`src/rtl/access_blk_lookup_pipe.sv`:
```
// Two-stage tag-match pipeline: S1 captures the request and the set read, S2 holds the registered match result.
// Valid/ready back-pressure on both ends; non-snoop, well-formed lookups feed saturating hit/miss counters.
module access_blk_lookup_pipe #(
    parameter int ASSOC     = 4,
    parameter int ASSOC_WID = 2,
    parameter int MESI_WID  = 2,
    parameter int TAG_WID   = 16,
    parameter int INVALID   = 0,
    parameter int SHARED    = 1,
    parameter int CNT_WID   = 16
) (
    input  logic                        clk,
    input  logic                        rst_n,
    input  logic                        in_valid,
    output logic                        in_ready,
    input  logic                        cmd_rd,
    input  logic                        cmd_wr,
    input  logic                        cmd_snoop,
    input  logic [TAG_WID-1:0]          tag_req,
    input  logic [ASSOC*MESI_WID-1:0]   cache_mesi,
    input  logic [ASSOC*TAG_WID-1:0]    cache_tag,
    output logic                        out_valid,
    input  logic                        out_ready,
    output logic [ASSOC-1:0]            access_blk,
    output logic                        hit,
    output logic [ASSOC_WID-1:0]        hit_way,
    output logic                        upgrade,
    output logic                        out_snoop,
    output logic                        multi_hit,
    output logic                        cmd_err,
    output logic [CNT_WID-1:0]          hit_cnt,
    output logic [CNT_WID-1:0]          miss_cnt
);

    localparam int NM_WID = $clog2(ASSOC + 1);
    localparam logic [MESI_WID-1:0] MESI_INV = MESI_WID'(INVALID);
    localparam logic [MESI_WID-1:0] MESI_SHR = MESI_WID'(SHARED);

    logic                      s1_valid_q;
    logic                      s1_rd_q, s1_wr_q, s1_snp_q;
    logic [TAG_WID-1:0]        s1_tag_q;
    logic [ASSOC*MESI_WID-1:0] s1_mesi_q;
    logic [ASSOC*TAG_WID-1:0]  s1_ctag_q;

    logic                      out_valid_q;
    logic [ASSOC-1:0]          access_blk_q, access_blk_d;
    logic                      hit_q, hit_d;
    logic [ASSOC_WID-1:0]      hit_way_q, hit_way_d;
    logic                      upgrade_q, upgrade_d;
    logic                      out_snoop_q;
    logic                      multi_hit_q, multi_hit_d;
    logic                      cmd_err_q, cmd_err_d;
    logic [CNT_WID-1:0]        hit_cnt_q, miss_cnt_q;

    logic [1:0]                cmd_cnt_d;
    logic [NM_WID-1:0]         nmatch_d;
    logic [MESI_WID-1:0]       way_mesi_d;

    logic s2_adv, s1_adv, accept, out_hs;

    assign s2_adv   = !out_valid_q || out_ready;
    assign s1_adv   = !s1_valid_q || s2_adv;
    assign in_ready = rst_n && s1_adv;
    assign accept   = in_valid && in_ready;
    assign out_hs   = out_valid_q && out_ready;

    always_comb begin
        cmd_cnt_d    = 2'(s1_rd_q) + 2'(s1_wr_q) + 2'(s1_snp_q);
        cmd_err_d    = (cmd_cnt_d != 2'd1);
        access_blk_d = '0;
        hit_way_d    = '0;
        way_mesi_d   = '0;
        hit_d        = 1'b0;
        nmatch_d     = '0;
        for (int i = 0; i < ASSOC; i++) begin
            if (!cmd_err_d
                && (s1_mesi_q[i*MESI_WID +: MESI_WID] != MESI_INV)
                && (s1_ctag_q[i*TAG_WID +: TAG_WID] == s1_tag_q)) begin
                access_blk_d[i] = 1'b1;
                nmatch_d        = nmatch_d + NM_WID'(1);
                // first match wins: lowest way index is the reported hit way
                if (!hit_d) begin
                    hit_d      = 1'b1;
                    hit_way_d  = ASSOC_WID'(i);
                    way_mesi_d = s1_mesi_q[i*MESI_WID +: MESI_WID];
                end
            end
        end
        multi_hit_d = (nmatch_d > NM_WID'(1));
        upgrade_d   = s1_wr_q && hit_d && (way_mesi_d == MESI_SHR);
    end

    // request payload needs no reset; it is only consumed behind s1_valid_q
    always_ff @(posedge clk) begin
        if (accept) begin
            s1_rd_q   <= cmd_rd;
            s1_wr_q   <= cmd_wr;
            s1_snp_q  <= cmd_snoop;
            s1_tag_q  <= tag_req;
            s1_mesi_q <= cache_mesi;
            s1_ctag_q <= cache_tag;
        end
    end

    always_ff @(posedge clk) begin
        if (!rst_n) begin
            s1_valid_q   <= 1'b0;
            out_valid_q  <= 1'b0;
            access_blk_q <= '0;
            hit_q        <= 1'b0;
            hit_way_q    <= '0;
            upgrade_q    <= 1'b0;
            out_snoop_q  <= 1'b0;
            multi_hit_q  <= 1'b0;
            cmd_err_q    <= 1'b0;
            hit_cnt_q    <= '0;
            miss_cnt_q   <= '0;
        end else begin
            if (s1_adv) begin
                s1_valid_q <= accept;
            end
            if (s2_adv) begin
                out_valid_q <= s1_valid_q;
                if (s1_valid_q) begin
                    access_blk_q <= access_blk_d;
                    hit_q        <= hit_d;
                    hit_way_q    <= hit_way_d;
                    upgrade_q    <= upgrade_d;
                    out_snoop_q  <= s1_snp_q;
                    multi_hit_q  <= multi_hit_d;
                    cmd_err_q    <= cmd_err_d;
                end
            end
            if (out_hs && !cmd_err_q && !out_snoop_q) begin
                if (hit_q) begin
                    if (hit_cnt_q != '1) hit_cnt_q <= hit_cnt_q + CNT_WID'(1);
                end else begin
                    if (miss_cnt_q != '1) miss_cnt_q <= miss_cnt_q + CNT_WID'(1);
                end
            end
        end
    end

    assign out_valid  = out_valid_q;
    assign access_blk = access_blk_q;
    assign hit        = hit_q;
    assign hit_way    = hit_way_q;
    assign upgrade    = upgrade_q;
    assign out_snoop  = out_snoop_q;
    assign multi_hit  = multi_hit_q;
    assign cmd_err    = cmd_err_q;
    assign hit_cnt    = hit_cnt_q;
    assign miss_cnt   = miss_cnt_q;

endmodule
```
`config.mk`:
```
export PLATFORM = sky130hd
export DESIGN_NAME = access_blk_lookup_pipe
export DESIGN_NICKNAME = d
export VERILOG_FILES = /design/src/rtl/access_blk_lookup_pipe.sv
export SDC_FILE = /design/constraint.sdc
export NUM_CORES = 1
export LEC_CHECK = 0
export BUFFER_PORTS_ARGS = -buffer_cell sky130_fd_sc_hd__buf_4
export CELL_PAD_IN_SITES_DETAIL_PLACEMENT = 1
export CELL_PAD_IN_SITES_GLOBAL_PLACEMENT = 1
export CORE_ASPECT_RATIO = 1.4
export CORE_MARGIN = 3
export CORE_UTILIZATION = 40
export DETAILED_ROUTE_END_ITERATION = 10
export GPL_TIMING_DRIVEN = 1
export PLACE_DENSITY_LB_ADDON = 0.1
export SLEW_MARGIN = 25
export SYNTH_ARGS = -nofsm -noshare
export SYNTH_HDL_FRONTEND = slang
export SYNTH_SLANG_ARGS = --single-unit
export TNS_END_PERCENT = 1
```
`constraint.sdc`:
```
create_clock -name clk -period 7.94 [get_ports clk]
set_input_delay 0.397 -clock clk [delete_from_list [all_inputs] [get_ports clk]]
set_output_delay 0.397 -clock clk [all_outputs]
set_load 0.01 [all_outputs]
```
==> implementation parameters <==
Parameter                              Value

Status
  Run status    completed

Timing
  RSZ-0062 raised after global routing    false
  Pins Over Slew Limit    0
  Final clock skew    0.0109 ns
  Final critical-path setup slack    ~4.3 ns
  Final setup fails    0
  Final Hold Violating Endpoints    0
  Period minus WS final    between 3 and 4 ns
  Setup TNS    0 ns
  Max-slew headroom    roughly 44%
  Final period utilization    a little under half
  Maximum achievable frequency    ~270 MHz
  Measured slew at the worst slew-check pin    ~0.84 ns

Synth
  Sequential element share of the synthesized area    roughly three fifths
  Cell types with the highest counts after synthesis    edfxtp_1 (91), xor2_1 (54), dfxtp_1 (45), xnor2_1 (38), and2_1 (27)
  Flip-flop cell with the highest count after synthesis    edfxtp_1
  Top cell type's share of synthesized area    approximately 46%
  Number of enable flip-flop cells after synthesis    91
  Mapped cell area    ~5900 sq um
  Cells taking the most area after synthesis    edfxtp_1 (46%), dfxtp_1 (15%), xor2_1 (8.0%)
  Net count of the mapped netlist    approximately 580
  Number of distinct library cells after synthesis    a little over 50
  Most common cell in the synthesized netlist    edfxtp_1
  Fraction of registers with async set or reset after synthesis    0%
  Number of synthesized register bits    136
  Per-instance average area after synthesis    between 10 and 15 sq um
  Cell taking the most area after synthesis    edfxtp_1
  Number of warnings issued by yosys    0
  Post-synthesis instance total    473

Floorplan
  Die X    between 100 and 150 um
  Total Die Area    roughly 16000 sq um
  Top-Level Pins    140
  Starting density of the core    between 40% and 50%
  Floorplan Core Area    approximately 15000 sq um
  Die boundary height    ~150 um
  Number of core rows    52

Final layout
  Total of fill cells in the finished design    approximately 1500
  Area used by multi-input combinational logic    2190 sq um
  Proportion of layout cells with a drive suffix above 1    a little over a quarter
  Register cell area after layout    3630 sq um
  ANT cells    0
  Final-stage net count    about 720
  Area overhead of the layout relative to synthesis    29.7%
  Count of non-filler cells in the finished layout    823

Setup path
  Internal reg-to-reg setup slack    approximately 4.3 ns
  Cells along the critical path    inv_1, fa_1, nor2b_1, o21ai_0, nor3_1, nand3b_1, ha_1, nor3_1, a21o_1, ha_1, inv_1, or4_1, a211oi_1, o31ai_1
  Endpoint of the most critical register-to-register path    multi_hit
  Kind of critical path    flop to flop
  Depth of the worst register-to-register path    14
  Data arrival time of the worst path    3.95 ns
  Largest fanout on the critical path    4
  Capturing element type of the critical path    flop
  Standard cell with the maximum stage delay on the critical path    or4_1
  Critical path launch point type    flop
  Slowest cell delay on critical path    approximately 0.51 ns
  Data required time of the critical path    8.24 ns
  Number of buffers and inverters on the critical path    2
  Worst reg2reg path startpoint    s1_wr_q
  Category of cells accounting for the largest share of critical-path delay    simple AND/OR/NAND/NOR gates

Placed design
  Post-Place Cells    between 700 and 800
  I/O Buffers    ~140
  Post-DP HPWL    ~11000 um
  Post-placement worst setup slack    between 4 and 5 ns
  RD Place Congestion    ~0.80

Global routing
  Antenna violations before repair    0
  Maximum number of pins on one net before global-route repair    92
  GRT Util Overall    between 10% and 20%
  Global-route wire length before repair    ~23000 um
  Via count of the first global-routing pass    4456
  Congestion Overflow GR    0

Drt
  Violation count after the first detailed-routing iteration    between 150 and 200
  Post-detailed-route wirelength per cell    17.7 um
  Detailed Routing Iterations Pass 1    4
  DRC viols    0
  Sum of routed wire length over all layers    14600 um
  Vias per inst    a little over 5
  Number of nets with antenna violations after routing    0
  Routed vias    4154

Power and ir drop
  Reported leakage power    around 0.0030 uW
  Worst IR Drop VDD    ~150 uV
  Power density over the cells    209 nW/um^2
  Total power    ~1600 uW

CTS
  Post-CTS clock slew at the launch and capture registers of the worst setup and hold paths    roughly 0.060 ns
  Buffer levels on the longest clock path    2
  Number of buffers inserted to repair setup after CTS    0
  TritonCTS clock tree    done
  Num Clock Sinks    between 100 and 150
  Num CTS Buffers    17
  CTS H-Tree Depth    4
  Number of buffers added to fix hold violations after cts    0
  Root buffer cell    clkbuf_16
  Later-pin clock latency in the skew report    roughly 0.42 ns
  CTS-repair resized insts    0

Min path
  Beginning of the worst hold path    cache_tag[35]
  Worst Hold Endpoint    s1_ctag_q[35]
  Hold Path Stages    1
  Hold crit path type    primary input to flop

Flow run
  Max-capacitance violation count    0
-- worst max path at each step --
stage,start,endpoint,depth (start not counted)
after floorplan,out_valid,s1_ctag_q[0],3
after global placement,s1_tag_q[3],multi_hit,12
after detailed placement,s1_wr_q,multi_hit,14
after CTS,s1_wr_q,multi_hit,14
after global routing,s1_snp_q,multi_hit,14
final,s1_wr_q,multi_hit,14
-- layer usage --
layer | part of all wire, % | GRT usage (%) | up-vias
met5 | 0 | 0 | -
met4 | 2.8 | 8.97 | 0
met3 | 4.0 | 3.99 | 22
met2 | 56 | 34.9 | 106
met1 | 37 | 18.8 | 2019
li1 | - | - | 2007
-- kinds of logic (layout without fill, tap and decap cells) --
kind of cell    Yosys count  after routing  share of synthesized area [%]
buf+inv                  26            187                           1.98
flops                   136            136                           61.2
fa+ha+maj                 8              8                           1.81
compound gates           41             41                           5.10
xor+xnor                 92             92                           13.6
simple gates            170            170                           16.3
-- state kept, by name, summed over array words and instances, names as in the netlist, 2 cells and up --
name	count
s1_ctag_q	64
hit_cnt	16
miss_cnt	16
s1_tag_q	16
s1_mesi_q	8
access_blk	4
hit_way	2
-- worst reg2reg max path: stages, from the launching register on --
cell and delay (ns):
edfxtp_1 0.36, inv_1 0.10, fa_1 0.44, nor2b_1 0.32, o21ai_0 0.16, nor3_1 0.27
nand3b_1 0.20, ha_1 0.25, nor3_1 0.27, a21o_1 0.13, ha_1 0.14, inv_1 0.05
or4_1 0.51, a211oi_1 0.25, o31ai_1 0.09
-- area by class of cell --
type	count	share of cell area, %
inverters	15	0.732
multi-input cells	311	28.4
well taps	189	3.07
repair buffers	140	13.7
clock buffers	18	5.58
clock inverters	14	1.28
flip-flops and latches	136	47.2
-- layout by cell type, fill, tap and decap left out, drive strengths merged, types with 5 or more instances in the layout --
| cell type | count |
|---|---|
| inv | 20 |
| nand3 | 16 |
| ha | 7 |
| nor2 | 16 |
| and2 | 27 |
| nor3b | 5 |
| buf | 140 |
| dfxtp | 45 |
| a21boi | 8 |
| o21ai | 10 |
| xnor2 | 38 |
| nor3 | 18 |
| xor2 | 54 |
| nor2b | 7 |
| nand2 | 26 |
| clkinv | 5 |
| nand4 | 15 |
| or4 | 5 |
| clkbuf | 18 |
| nor4 | 12 |
| edfxtp | 91 |
-- report_power, final --
group          switching (uW)  total [uW]  internal, uW
logic                    47.3         100          52.8
clock network             306         706           400
registers                16.6         799           783
-- metrics by stage --
stage | instance area [sq um] | hold slack, ns | util, %
detailed placement | 7160 | 0.467 | 49.4
global route | 7700 | 0.127 | 53.0
global placement | 7160 | 0.459 | 49.4
CTS | 7690 | 0.131 | 53.0
floorplan | 5940 | 0.485 | -
finish | 7700 | 0.154 | 53.0
No activity file was read; power rests on OpenSTA's default activity.
